<file path="src/rtl/prenc_rr_arb_if.sv">
// prenc_rr_arb_if: request/grant bundle between requesters and the arbiter.
// With PRENC_TIMEOUT_EN defined the bundle also carries the timeout error pulse.
interface prenc_rr_arb_if #(
    parameter int N = 4,
    parameter int W = 2
);
    logic         en;
    logic         mode;
    logic [N-1:0] D;
    logic         ack;
    logic [N-1:0] grant;
    logic [W-1:0] idx;
    logic         Y;
`ifdef PRENC_TIMEOUT_EN
    logic         err;
    modport master (output en, mode, D, ack, input grant, idx, Y, err);
    modport slave  (input en, mode, D, ack, output grant, idx, Y, err);
`else
    modport master (output en, mode, D, ack, input grant, idx, Y);
    modport slave  (input en, mode, D, ack, output grant, idx, Y);
`endif
endinterface

</file>
<file path="src/rtl/prenc_rr_arb.sv">
// prenc_rr_arb: registered N-way fixed-priority / round-robin arbiter with held grants.
// Optional PRENC_TIMEOUT_EN adds a TMO-cycle hold limit and a one-cycle err pulse.
module prenc_rr_arb #(
    parameter int N = 4,
    parameter int W = 2
`ifdef PRENC_TIMEOUT_EN
    ,
    parameter int TMO = 16
`endif
) (
    input  logic          clk,
    input  logic          rst_n,
    prenc_rr_arb_if.slave bus
);
    if (W != $clog2(N) || N < 2 || N > 32) begin : g_bad_param
        $error("prenc_rr_arb: need 2 <= N <= 32 and W == clog2(N)");
    end
`ifdef PRENC_TIMEOUT_EN
    if (TMO < 1 || TMO > 256) begin : g_bad_tmo
        $error("prenc_rr_arb: TMO must be in 1..256");
    end
`endif

    typedef enum logic {IDLE, GRANT} state_t;

    state_t       r_state, w_nxt_state;
    logic [N-1:0] r_grant, w_nxt_grant;
    logic [W-1:0] r_idx, w_nxt_idx;
    logic [W-1:0] r_last, w_nxt_last;
    logic         r_y, w_nxt_y;
    logic [N-1:0] w_req;
    logic [W-1:0] w_win;
    logic         w_tmo;
    logic         w_release;
    logic         w_arb;

    function automatic logic [W-1:0] fixed_pick(input logic [N-1:0] req);
        fixed_pick = '0;
        for (int i = 0; i < N; i++)
            if (req[i]) fixed_pick = W'(i);
    endfunction

    // Scans from the end of the search order so the earliest hit (last-1) is written last.
    function automatic logic [W-1:0] rr_pick(input logic [N-1:0] req, input logic [W-1:0] last);
        int j;
        rr_pick = '0;
        for (int k = N; k >= 1; k--) begin
            j = (int'(last) + N - k) % N;
            if (req[j]) rr_pick = W'(j);
        end
    endfunction

`ifdef PRENC_TIMEOUT_EN
    logic [7:0] r_cnt, w_nxt_cnt;
    logic       r_err;
    assign w_tmo     = (r_state == GRANT) && (r_cnt == 8'(TMO - 1));
    assign w_nxt_cnt = w_arb ? 8'd0 : (r_state == GRANT) ? r_cnt + 8'd1 : r_cnt;
    always_ff @(posedge clk or negedge rst_n) begin
        if (!rst_n) begin
            r_cnt <= '0;
            r_err <= 1'b0;
        end else begin
            r_cnt <= w_nxt_cnt;
            r_err <= w_tmo;
        end
    end
    assign bus.err = r_err;
`else
    assign w_tmo = 1'b0;
`endif

    // On release the current holder is excluded so another requester is served first.
    assign w_req     = bus.D & ((r_state == GRANT) ? ~(N'(1) << r_idx) : {N{1'b1}});
    assign w_release = (r_state == GRANT) && (bus.ack || !bus.D[r_idx] || w_tmo);
    assign w_arb     = bus.en && (|w_req) && ((r_state == IDLE) || w_release);
    assign w_win     = bus.mode ? rr_pick(w_req, r_last) : fixed_pick(w_req);

    always_comb begin
        w_nxt_state = r_state;
        w_nxt_grant = r_grant;
        w_nxt_idx   = r_idx;
        w_nxt_last  = r_last;
        w_nxt_y     = r_y;
        if (w_arb) begin
            w_nxt_state = GRANT;
            w_nxt_grant = N'(1) << w_win;
            w_nxt_idx   = w_win;
            w_nxt_last  = w_win;
            w_nxt_y     = 1'b1;
        end else if (w_release) begin
            w_nxt_state = IDLE;
            w_nxt_grant = '0;
            w_nxt_idx   = '0;
            w_nxt_y     = 1'b0;
        end
    end

    always_ff @(posedge clk or negedge rst_n) begin
        if (!rst_n) begin
            r_state <= IDLE;
            r_grant <= '0;
            r_idx   <= '0;
            r_last  <= '0;
            r_y     <= 1'b0;
        end else begin
            r_state <= w_nxt_state;
            r_grant <= w_nxt_grant;
            r_idx   <= w_nxt_idx;
            r_last  <= w_nxt_last;
            r_y     <= w_nxt_y;
        end
    end

    assign bus.grant = r_grant;
    assign bus.idx   = r_idx;
    assign bus.Y     = r_y;
endmodule

</file>
<file path="src/flat_wrapper.sv">
// flat-port wrapper written by rule: the top's interface ports become plain ports
module prenc_rr_arb_flat 
#(
    parameter int N = 4,
    parameter int W = 2

)
  (clk, rst_n, bus_en, bus_mode, bus_D, bus_ack, bus_grant, bus_idx, bus_Y);
  prenc_rr_arb_if #(.N(N), .W(W)) bus_i ();
  input  logic clk;
  input  logic rst_n;
  input wire logic [$bits(bus_i.en)-1:0] bus_en;
  input wire logic [$bits(bus_i.mode)-1:0] bus_mode;
  input wire logic [$bits(bus_i.D)-1:0] bus_D;
  input wire logic [$bits(bus_i.ack)-1:0] bus_ack;
  output wire logic [$bits(bus_i.grant)-1:0] bus_grant;
  output wire logic [$bits(bus_i.idx)-1:0] bus_idx;
  output wire logic [$bits(bus_i.Y)-1:0] bus_Y;
  assign bus_i.en = bus_en;
  assign bus_i.mode = bus_mode;
  assign bus_i.D = bus_D;
  assign bus_i.ack = bus_ack;
  assign bus_grant = bus_i.grant;
  assign bus_idx = bus_i.idx;
  assign bus_Y = bus_i.Y;
  prenc_rr_arb #(.N(N), .W(W)) u_core (.clk(clk), .rst_n(rst_n), .bus(bus_i));
endmodule
</file>
<file path="config.mk">
export PLATFORM = sky130hd
export DESIGN_NAME = prenc_rr_arb_flat
export DESIGN_NICKNAME = d
export VERILOG_FILES = /design/src/rtl/prenc_rr_arb_if.sv /design/src/rtl/prenc_rr_arb.sv /design/src/flat_wrapper.sv
export SDC_FILE = /design/constraint.sdc
export NUM_CORES = 1
export LEC_CHECK = 0
export ABC_AREA = 0
export CAP_MARGIN = 20
export CORE_MARGIN = 4
export CORE_UTILIZATION = 48
export DETAILED_ROUTE_END_ITERATION = 7
export HOLD_SLACK_MARGIN = 0.08
export PLACE_DENSITY = 0.79
export SLEW_MARGIN = 15
export SYNTH_ARGS = -nofsm -noshare
export SYNTH_HDL_FRONTEND = slang
export SYNTH_SLANG_ARGS = --single-unit
</file>
<file path="constraint.sdc">
create_clock -name clk -period 2.76 [get_ports clk]
set_clock_uncertainty 0.05 [all_clocks]
set_input_delay 0.276 -clock clk [delete_from_list [all_inputs] [get_ports clk]]
set_output_delay 0.276 -clock clk [all_outputs]
set_load 0.02 [all_outputs]
</file>
==> impl_metrics.yaml <==
outcome:
  status: "completed"
place:
  place_congestion: 0.847
  dp_hpwl_mm: 1.14
  portBuffers: 15
  place_ws_ns: 0.496
  post-place-cells: 103
  placed_cell_area_sq_um: 842
critical_path:
  regToRegSetupSlack_ns: 0.60
  rr_endpoint: "u_core.bus.grant[3]"
  cp-start-kind: "flip-flop"
  critPathKind: "reg -> reg"
  cp_data_required_time_ns: 2.86
  end_kind: "flip-flop"
  cp_max_fo: 12
  reg2reg_from: "u_core.r_last[0]"
  slowest_stage: "dfrtp_1"
  r2r.worst_path.cells: 6
  cp_num_buf_inv: 0
  cpPeakStageDelay_ns: 0.59
  arrival_ns: 2.26
  cpLargestDelayFamily: "compound AO/OA/AOI/OAI gates"
  worstPathCellList: "xor2_2, a221o_1, a311o_1, a21oi_2, nor2_1, a22o_1"
sta:
  max_slew.worst_pin.slew_ns: 0.424
  fin_crit_sh: 0.784
  setup_viol: 0
  rsz0062_at_grt: "no"
  layout_min_cycle_time_ns: 2.16
  maxSlewViolCount: 0
  max-slew-margin-rel: 0.716
  setup_tns_ns: 0
  hold_violations: 0
  max_clock_freq_ghz: 0.462
  setup_ws_ns: 0.596
synth:
  ys_warn_count: 0
  synth_top_area_cell: "dfrtp_1"
  seq_area_frac_synth: 0.323
  synthesis.nets: 85
  yosysMostFrequentCell: "dfrtp_1"
  yosys-top-cells-area: "dfrtp_1, mux2_2, nand2_1, mux4_1, nor2_1"
  netlist_area_sq_um: 697
  ys_ff_latch: 9
  async_flop_share: 1.00
  ys_top_cells_by_count: "dfrtp_1, nand2_1, nor2_1, inv_1, nand2b_1"
  syn_area_per_cell_sq_um: 9.17
  netlist_instances: 76
  yosys.area.top_type_share: 0.323
  ys.flop_type: "dfrtp_1"
  synth_edf_count: 0
  synth_cell_types: 40
clocking:
  cts_buffers: 3
  clockRootBuffer: "clkbuf_4"
  clk_latency_ns: 0.26
  path_clk_slew_ns: 0.06
  holdBufCountCts: 0
  cts_tree: "yes"
  clkSinkCount: 9
  cts_setup_buffers: 0
  cts_resized: 0
  cts_buffer_depth: 2
  htreeDepth: 1
pwr:
  p_per_area_nw_per_um2: 1050
  peakVddDrop_uv: 559
  p_total_mw: 0.911
  leakage_nw: 0.364
grt:
  grtUsageTotal: 0.174
  antenna_found_initial: 0
  grt_pass1_vias: 579
  grt_first_pass_wirelength_mm: 2.60
  grt.overflow.total: 0
  grt_max_degree: 13
routing:
  drt-pass1-iter-count: 4
  drc: 0
  ant_nets: 0
  wl_per_cell_um: 13.9
  wl_mm: 1.49
  dr_wl_met2_um: 677
  vias: 626
  wl_met1_um: 705
  drtIter0Drc: 33
  wl_met3_um: 65
  viasPerCell: 5.85
  top_layer: "met4"
floorplanning:
  core_sq_um: 1330
  die_x_um: 46.1
  num_rows: 13
  chipHeight_um: 46.1
  start_util: 0.523
  io_pins: 16
  die_area_sq_um: 2130
worst_hold_path:
  hold_class: "in -> async"
cells_and_area:
  nets: 102
  post_route_cells_drive_above_1_share: 0.141
  fillers: 115
  final_area_sq_um: 868
  stdcell_count: 107
  antenna_cells: 0
  areaGrowthSynthToFinish_pct: 24.6
job:
  drv_cap: 0
## layout by cell type (no fill, tap or decap), drive strengths merged, types with 2 or more instances in the layout
| master | n |
|---|---|
| a21o | 2 |
| a21oi | 3 |
| a22o | 2 |
| a31oi | 2 |
| clkbuf | 4 |
| clkdlybuf4s50 | 15 |
| dfrtp | 9 |
| inv | 5 |
| mux2 | 3 |
| mux2i | 2 |
| nand2 | 8 |
| nand2b | 4 |
| nor2 | 7 |
| o21ai | 4 |
| o2bb2ai | 2 |
| or2 | 2 |
## state kept, by name, summed over array words and instances (netlist names)
register	cells
u_core.r_last	2
u_core.bus.grant	4
u_core.bus.idx	2
u_core.bus.Y	1
## per-layer routing
layer,global-route usage,vias up
met5,0,-
met4,0.108,0
met3,0.0391,4
met2,0.225,18
met1,0.257,289
li1,-,315
## logic make-up (layout without fill, tap and decap cells)
| logic type | after synthesis | in the layout | share of synthesized area |
|---|---|---|---|
| xor gates and xnor gates | 1 | 1 | 0.0233 |
| AOI/OAI and AO/OA | 27 | 27 | 0.309 |
| buffers and inverters | 8 | 24 | 0.0610 |
| and+or+nand+nor | 25 | 25 | 0.169 |
| DFF | 9 | 9 | 0.323 |
| muxes | 6 | 6 | 0.115 |
## through the flow
stage	hold WS, ns	utilization
2_1_floorplan	-0.0696	-
3_3_place_gp	0.428	0.631
3_5_place_dp	0.433	0.631
4_1_cts	0.252	0.651
5_1_grt	0.268	0.651
6_report	0.252	0.651
## worst register-to-register path: stages (launching register included)
cell and delay (ns):
dfrtp_1 0.59, xor2_2 0.18, a221o_1 0.39, a311o_1 0.33, a21oi_2 0.22, nor2_1 0.08, a22o_1 0.20
## worst max-delay path by stage
stage / from / end / slack, ns / cells after the start
2_1_floorplan: u_core.bus.idx[0] / u_core.bus.grant[3] / 0.70 / 7
3_3_place_gp: bus_D[2] / u_core.r_last[0] / 0.49 / 6
3_5_place_dp: bus_D[2] / u_core.r_last[0] / 0.50 / 6
4_1_cts: u_core.r_last[0] / u_core.bus.grant[3] / 0.61 / 6
5_1_grt: u_core.r_last[0] / u_core.r_last[0] / 0.45 / 6
6_report: u_core.r_last[0] / u_core.bus.grant[3] / 0.60 / 6
## layout make-up
class                      instances  area [sq um]  area share
clock buffer                       4          26.3      0.0303
inverter                           5          18.8      0.0216
multi-input combinational         59           429       0.494
sequential                         9           225       0.259
tap                               15          18.8      0.0216
timing repair buffer              15           150       0.173
## where the power goes
group | switching (mW) | total [mW] | leakage (nW) | internal (mW)
clock | 0.0460 | 0.102 | 0.0150 | 0.0557
combinational | 0.258 | 0.515 | 0.236 | 0.257
sequential | 0.106 | 0.295 | 0.113 | 0.189
total | 0.409 | 0.911 | 0.364 | 0.502
No activity file was read; power rests on OpenSTA's default activity.
